`src/rtl/maf_pkg.sv`:
```
// Shared mode encodings and default geometry for the multiply-add fused
// absolute-value stage.
package maf_pkg;

  localparam logic [2:0] CONT_FULL  = 3'd0;
  localparam logic [2:0] CONT_SPLIT = 3'd1;
  localparam logic [2:0] CONT_TRUNC = 3'd2;

  localparam int MAF_W         = 75;
  localparam int MAF_HALF_W    = 36;
  localparam int MAF_TRUNC_LSB = 26;

endpackage

```
`src/rtl/maf_abs_lane.sv`:
```
// One lane of conditional two's-complement negation, split across the two
// pipeline stages: invert is registered here, the +1 is applied downstream.
module maf_abs_lane #(
  parameter int N = 36
) (
  input  logic         clk,
  input  logic         load,
  input  logic [N-1:0] field,
  input  logic         neg,
  output logic [N-1:0] mag
);

  logic [N-1:0] inv_q;
  logic         inc_q;

  always_ff @(posedge clk) begin
    if (load) begin
      inv_q <= field ^ {N{neg}};
      inc_q <= neg;
    end
  end

  assign mag = inv_q + {{(N-1){1'b0}}, inc_q};

endmodule

```
`src/rtl/maf_abs_pipe.sv`:
```
// Two-stage sign resolution / absolute value after the fused adder.
// Optional MAF_ABS_ZERO_FLAG_EN adds a registered mag_zero[1:0] output.
module maf_abs_pipe
  import maf_pkg::*;
#(
  parameter int W         = MAF_W,
  parameter int HALF_W    = MAF_HALF_W,
  parameter int TRUNC_LSB = MAF_TRUNC_LSB
) (
  input  logic         clk,
  input  logic         rst,
  input  logic         in_valid,
  output logic         in_ready,
  input  logic [2:0]   cont,
  input  logic [W-1:0] p_reg_temp,
  input  logic         S_A,
  input  logic         S_B,
  input  logic         S_A_H,
  input  logic         S_B_H,
  output logic         out_valid,
  input  logic         out_ready,
  output logic [W-2:0] p_reg,
  output logic         s2,
  output logic         s2_h,
  output logic         mode_err
`ifdef MAF_ABS_ZERO_FLAG_EN
  ,
  output logic [1:0]   mag_zero
`endif
);

  logic s1_valid, ld1, ld2, accept;

  assign ld2      = ~out_valid | out_ready;
  assign ld1      = ~s1_valid | ld2;
  assign in_ready = ld1;
  assign accept   = in_valid & in_ready;

  // The low-lane instance runs at full width; split and truncated fields are
  // zero-padded so the same negation yields the right low/high bits.
  logic [W-1:0] lo_field;
  logic         s_a_d, s_a_h_d;

  always_comb begin
    lo_field = '0;
    s_a_d    = 1'b0;
    case (cont)
      CONT_FULL: begin
        lo_field = p_reg_temp;
        s_a_d    = p_reg_temp[W-1];
      end
      CONT_SPLIT: begin
        lo_field[HALF_W-1:0] = p_reg_temp[HALF_W-1:0];
        s_a_d                = p_reg_temp[HALF_W-1];
      end
      CONT_TRUNC: begin
        lo_field[W-1:TRUNC_LSB] = p_reg_temp[W-1:TRUNC_LSB];
        s_a_d                   = p_reg_temp[W-1];
      end
      default: ;
    endcase
  end

  assign s_a_h_d = (cont == CONT_SPLIT) & p_reg_temp[2*HALF_W];

  logic [2:0] cont_q;
  logic       s_a_q, s_a_h_q, sx_q, sx_h_q;

  always_ff @(posedge clk) begin
    if (rst)      s1_valid <= 1'b0;
    else if (ld1) s1_valid <= in_valid;
  end

  always_ff @(posedge clk) begin
    if (accept) begin
      cont_q  <= cont;
      s_a_q   <= s_a_d;
      s_a_h_q <= s_a_h_d;
      sx_q    <= S_A ^ S_B;
      sx_h_q  <= S_A_H ^ S_B_H;
    end
  end

  logic [W-1:0]      lo_mag;
  logic [HALF_W-1:0] hi_mag;

  maf_abs_lane #(.N(W)) u_lo (
    .clk   (clk),
    .load  (accept),
    .field (lo_field),
    .neg   (s_a_d),
    .mag   (lo_mag)
  );

  maf_abs_lane #(.N(HALF_W)) u_hi (
    .clk   (clk),
    .load  (accept),
    .field (p_reg_temp[2*HALF_W:HALF_W+1]),
    .neg   (s_a_h_d),
    .mag   (hi_mag)
  );

  logic [W-2:0] p_next;
  logic         s2_next, s2_h_next, err_next;

  always_comb begin
    p_next    = '0;
    s2_next   = 1'b0;
    s2_h_next = 1'b0;
    err_next  = 1'b0;
    case (cont_q)
      CONT_FULL, CONT_TRUNC: begin
        p_next  = lo_mag[W-2:0];
        s2_next = s_a_q ^ sx_q;
      end
      CONT_SPLIT: begin
        p_next    = {{(W-2*HALF_W){1'b0}}, hi_mag[HALF_W-2:0], 1'b0, lo_mag[HALF_W-2:0]};
        s2_next   = s_a_q ^ sx_q;
        s2_h_next = s_a_h_q ^ sx_h_q;
      end
      default: err_next = 1'b1;
    endcase
  end

  // Top bits of each lane never reach p_reg; kept out of lint reports.
  logic unused_mag_bits;
  assign unused_mag_bits = ^{lo_mag[W-1], hi_mag[HALF_W-1]};

`ifdef MAF_ABS_ZERO_FLAG_EN
  logic [1:0] zf_next;

  always_comb begin
    zf_next = 2'b00;
    case (cont_q)
      CONT_FULL, CONT_TRUNC: zf_next[0] = (p_next == '0);
      CONT_SPLIT: begin
        zf_next[0] = (lo_mag[HALF_W-1:0] == '0);
        zf_next[1] = (hi_mag == '0);
      end
      default: ;
    endcase
  end
`endif

  always_ff @(posedge clk) begin
    if (rst) begin
      out_valid <= 1'b0;
      p_reg     <= '0;
      s2        <= 1'b0;
      s2_h      <= 1'b0;
      mode_err  <= 1'b0;
`ifdef MAF_ABS_ZERO_FLAG_EN
      mag_zero  <= 2'b00;
`endif
    end else if (ld2) begin
      out_valid <= s1_valid;
      if (s1_valid) begin
        p_reg    <= p_next;
        s2       <= s2_next;
        s2_h     <= s2_h_next;
        mode_err <= err_next;
`ifdef MAF_ABS_ZERO_FLAG_EN
        mag_zero <= zf_next;
`endif
      end
    end
  end

endmodule

```
`config.mk`:
```
export PLATFORM = sky130hd
export DESIGN_NAME = maf_abs_pipe
export DESIGN_NICKNAME = d
export VERILOG_FILES = /design/src/rtl/maf_pkg.sv /design/src/rtl/maf_abs_lane.sv /design/src/rtl/maf_abs_pipe.sv
export SDC_FILE = /design/constraint.sdc
export NUM_CORES = 1
export LEC_CHECK = 0
export BUFFER_PORTS_ARGS = -buffer_cell sky130_fd_sc_hd__clkbuf_2
export CAP_MARGIN = 20
export CORE_MARGIN = 1
export CORE_UTILIZATION = 40
export CTS_CLUSTER_DIAMETER = 30
export DETAILED_ROUTE_END_ITERATION = 16
export GPL_ROUTABILITY_DRIVEN = 0
export PLACE_DENSITY = 0.67
export REMOVE_ABC_BUFFERS = 1
export SYNTH_ARGS = -nofsm -noshare
export SYNTH_HDL_FRONTEND = slang
export SYNTH_SLANG_ARGS = --single-unit
```
`constraint.sdc`:
```
create_clock -name clk -period 6.63 [get_ports clk]
set_clock_uncertainty 0.05 [all_clocks]
set_input_delay 0.9945 -clock clk [delete_from_list [all_inputs] [get_ports clk]]
set_output_delay 0.9945 -clock clk [all_outputs]
set_load 0.02 [all_outputs]
```
==> results.rst <==
.. list-table::
   :header-rows: 1

   * - Metric
     - Value
   * - Result of the run
     - completed
   * - Total core area
     - 0.0251 sq mm
   * - I/O pin cnt
     - 165
   * - Clock Tree Buf Depth
     - 2
   * - Number of cells on the worst reg-to-reg path
     - 7
   * - Period Utilization, post-route
     - 43.8%
   * - Total placed cells including tap cells
     - 1478
   * - Time the worst path needs with I/O delays and setup
     - 2.91 ns
   * - Unique cell type count in the Yosys netlist
     - 57
   * - DRT antenna net count
     - 0
   * - Via count of the first global-routing pass
     - 7752
   * - Detailed-route wire length
     - 27000 microns
   * - Cell types occupying the most area after synthesis
     - sky130_fd_sc_hd__edfxtp_1, sky130_fd_sc_hd__dfxtp_1, sky130_fd_sc_hd__xnor2_1
   * - Antenna violations before repair
     - 0
   * - Final Max Slew Viols
     - 0
   * - Final HPWL from detailed placement
     - 19200 microns
   * - Kind of capture point of the worst setup path
     - register
   * - Number of input and output port buffers inserted
     - 164
   * - Register area share after synthesis
     - 49.7%
   * - Count of endpoints failing hold in the final timing report
     - 0
   * - Most frequently used cell type in the post-synthesis netlist
     - sky130_fd_sc_hd__nand2_1
   * - Pin count of the biggest net entering global routing
     - 65
   * - Final core area utilization
     - 47.5%
   * - Area of the die
     - 0.0261 sq mm
   * - Hold buffers post-CTS
     - 0
   * - Clock tree from TritonCTS
     - yes
   * - Crit path DAT
     - 3.14 ns
   * - Library cell occupying the most area in the post-synthesis netlist
     - sky130_fd_sc_hd__edfxtp_1
   * - Commonest cells in the netlist
     - sky130_fd_sc_hd__nand2_1, sky130_fd_sc_hd__xnor2_1, sky130_fd_sc_hd__edfxtp_1
   * - Element type at the critical path start
     - primary input
   * - Largest family of logic cells by synthesized area
     - simple AND/OR/NAND/NOR gates
   * - Setup crit start
     - out_ready
   * - Area growth from synthesis to layout
     - 17.0%
   * - Standard-cell row count
     - 58
   * - Number of vias in the routed layout
     - 8154
   * - Inserted Clock Buffers
     - 17
   * - Global-route wire length before repair
     - 42000 microns
   * - Number of iterations in the first detailed-routing pass
     - 5
   * - Clock sink count
     - 195
   * - Count of state elements after synthesis
     - 195
   * - Fraction of post-synthesis cell area in the top cell type by area
     - 34.2%
   * - Clock slew seen by the registers of the worst setup and hold paths
     - 0.07 ns
   * - Worst slew margin relative to its limit
     - 26.1%
   * - Fraction of the mapped netlist area in adder cells
     - 0.491%
   * - Register-to-register setup slack
     - 3.75 ns
   * - Synthesized-area fraction occupied by ao, oa, aoi and oai cells
     - 10.4%
   * - Simple logic cell fraction of the synthesized area
     - 19.5%
   * - Die Y-Extent
     - 162 microns
   * - Multiplexer area fraction after synthesis
     - 0%
   * - Fraction of synthesis flops using an asynchronous set or reset pin
     - 0%
   * - Routed length per placed instance
     - 17.8 microns
   * - Xor/xnor share of the synthesized area
     - 16.8%
   * - RSZ-0062 raised after global routing
     - false
   * - Remaining routing DRC violations
     - 0
   * - Clock network latency to the later pin of the worst-skew pair
     - 0.43 ns
   * - Main flop type after synthesis
     - sky130_fd_sc_hd__edfxtp_1
   * - Gate count of the mapped netlist
     - 1028
   * - Global-route total usage across every layer
     - 20.9%
   * - Worst slack on hold paths
     - 0.403 ns
   * - Post-CTS setup buffer count
     - 0
   * - Number of synthesized flops with an enable pin
     - 116
   * - Measured slew at the worst slew-check pin
     - 1.11 ns
   * - Cells resized by post-CTS repair
     - 0
   * - Setup-failing EPs final
     - 0
   * - Required time of the worst setup path
     - 6.87 ns
   * - MaxCap Viol Count
     - 0
   * - Post-route total power
     - 2.84 mW
   * - Pleak
     - 4.30 nW
   * - Initial cell density of the core
     - 40.6%
   * - Mean Syn Cell Area
     - 9.91 sq um
   * - Cell Area, Synth
     - 0.0102 sq mm
   * - Number of non-filler instances in the completed layout
     - 1514
   * - Via-to-Cell Ratio
     - 5.39
   * - Critical path fanouts, max
     - 52
   * - Power density normalized to cell area
     - 238 mW/mm^2
   * - Achievable Freq
     - 344 MHz
   * - Maximum vdd drop
     - 131 uV
   * - Overflow left after global routing
     - 0
   * - Capturing point of the worst reg2reg path
     - p_reg[53]
   * - Startpoint of the worst register-to-register path
     - u_lo.inc_q
   * - CTS H-tree depth
     - 4
   * - Hold Path Class
     - register to register
   * - Number of DRC violations after detailed-routing iteration 0
     - 628
   * - End of the critical path
     - p_reg[12]
   * - Die W
     - 162 microns
   * - Final-stage net count
     - 1260
   * - Root buf cell
     - sky130_fd_sc_hd__clkbuf_16
   * - Share of layout cells above drive strength 1
     - 20.3%
   * - Count of warnings emitted by yosys
     - 0
   * - Worst setup path category
     - primary input to register
==> stage by stage <==
step           cell area, sq um  setup slack (ns)  TNS [ns]
5_1_grt                   11900              3.52         0
6_report                  11900              3.72         0
4_1_cts                   11900              3.34         0
3_3_place_gp              11300              3.13         0
3_5_place_dp              11300              3.03         0
2_1_floorplan              9920            -0.713    -13.81
==> kinds of logic after synthesis <==
| logic type | count (synthesis) |
|---|---|
| and+or+nand+nor | 398 |
| xor gates and xnor gates | 195 |
| DFF | 195 |
| AOI/OAI and AO/OA | 167 |
| buffers and inverters | 69 |
| adders and majority gates | 4 |
==> power breakdown <==
group	leakage [nW]	internal [mW]	switching, mW	total [mW]
Clock	0.295	0.593	0.462	1.06
Sequential	1.80	1.38	0.0744	1.45
Combinational	2.20	0.135	0.195	0.330
Total	4.30	2.11	0.732	2.84
==> placed cells by master (no fill, tap or decap), drive strengths merged, types with 2 or more instances in the layout <==
cell and count:
clkbuf 186, nand2 140, xnor2 132, edfxtp 116, nor2 80, dfxtp 79
xor2 63, o21ai 55, nand4 46, nor3 33, nand3 32, a21oi 29
a211oi 22, a22oi 18, inv 18, nor4 18, buf 14, o21a 13
and3 12, and4 8, o31a 7, o22ai 6, or3 5, and2 5
or2 4, a21boi 4, ha 4, nand2b 4, clkinv 4, a31oi 3
or4 3, nand3b 2, a2bb2oi 2, o32ai 2, o21bai 2, a221oi 2
bufinv 2, nor2b 2, nor3b 2
==> critical path, stage by stage <==
cell and delay (ns):
sky130_fd_sc_hd__clkbuf_2 0.08, sky130_fd_sc_hd__nor2b_1 0.36, sky130_fd_sc_hd__nand2b_2 0.20, sky130_fd_sc_hd__buf_4 0.50, sky130_fd_sc_hd__a21oi_1 0.09, sky130_fd_sc_hd__buf_4 0.24, sky130_fd_sc_hd__nand2b_1 0.46, sky130_fd_sc_hd__o21ai_0 0.21
==> metal layers <==
metal  part of all wire [%]  wire length [microns]  up-vias  global-route usage (%)
met5                      0                      0        -                       0
met4                    2.6                    709        0                    7.93
met3                    5.8                   1570       47                    4.13
met2                     49                  13100      245                    35.1
met1                     43                  11600     3918                    26.5
li1                       -                      -     3944                       -
==> final cells by class <==
type                            instances  area, sq um
Fill cell                            2418        13200
Inverter                               14         52.6
Clock inverter                         10          121
Timing Repair Buffer                  178          948
Tap cell                              330          413
Sequential cell                       195         5060
Multi-Input combinational cell        764         4840
Antenna cell                            1         2.50
Clock buffer                           22          475
==> how the worst min path moves through the flow <==
stage               from         to  slack, ns  depth (start not counted)
2_1_floorplan   s1_valid  out_valid       0.44                          2
3_3_place_gp   p_reg[72]  p_reg[72]       0.39                          2
3_5_place_dp   p_reg[32]  p_reg[32]       0.39                          2
4_1_cts        p_reg[32]  p_reg[32]       0.41                          2
5_1_grt        p_reg[29]  p_reg[29]       0.44                          2
6_report       p_reg[32]  p_reg[32]       0.40                          2
(Power assumes the default switching activity.)
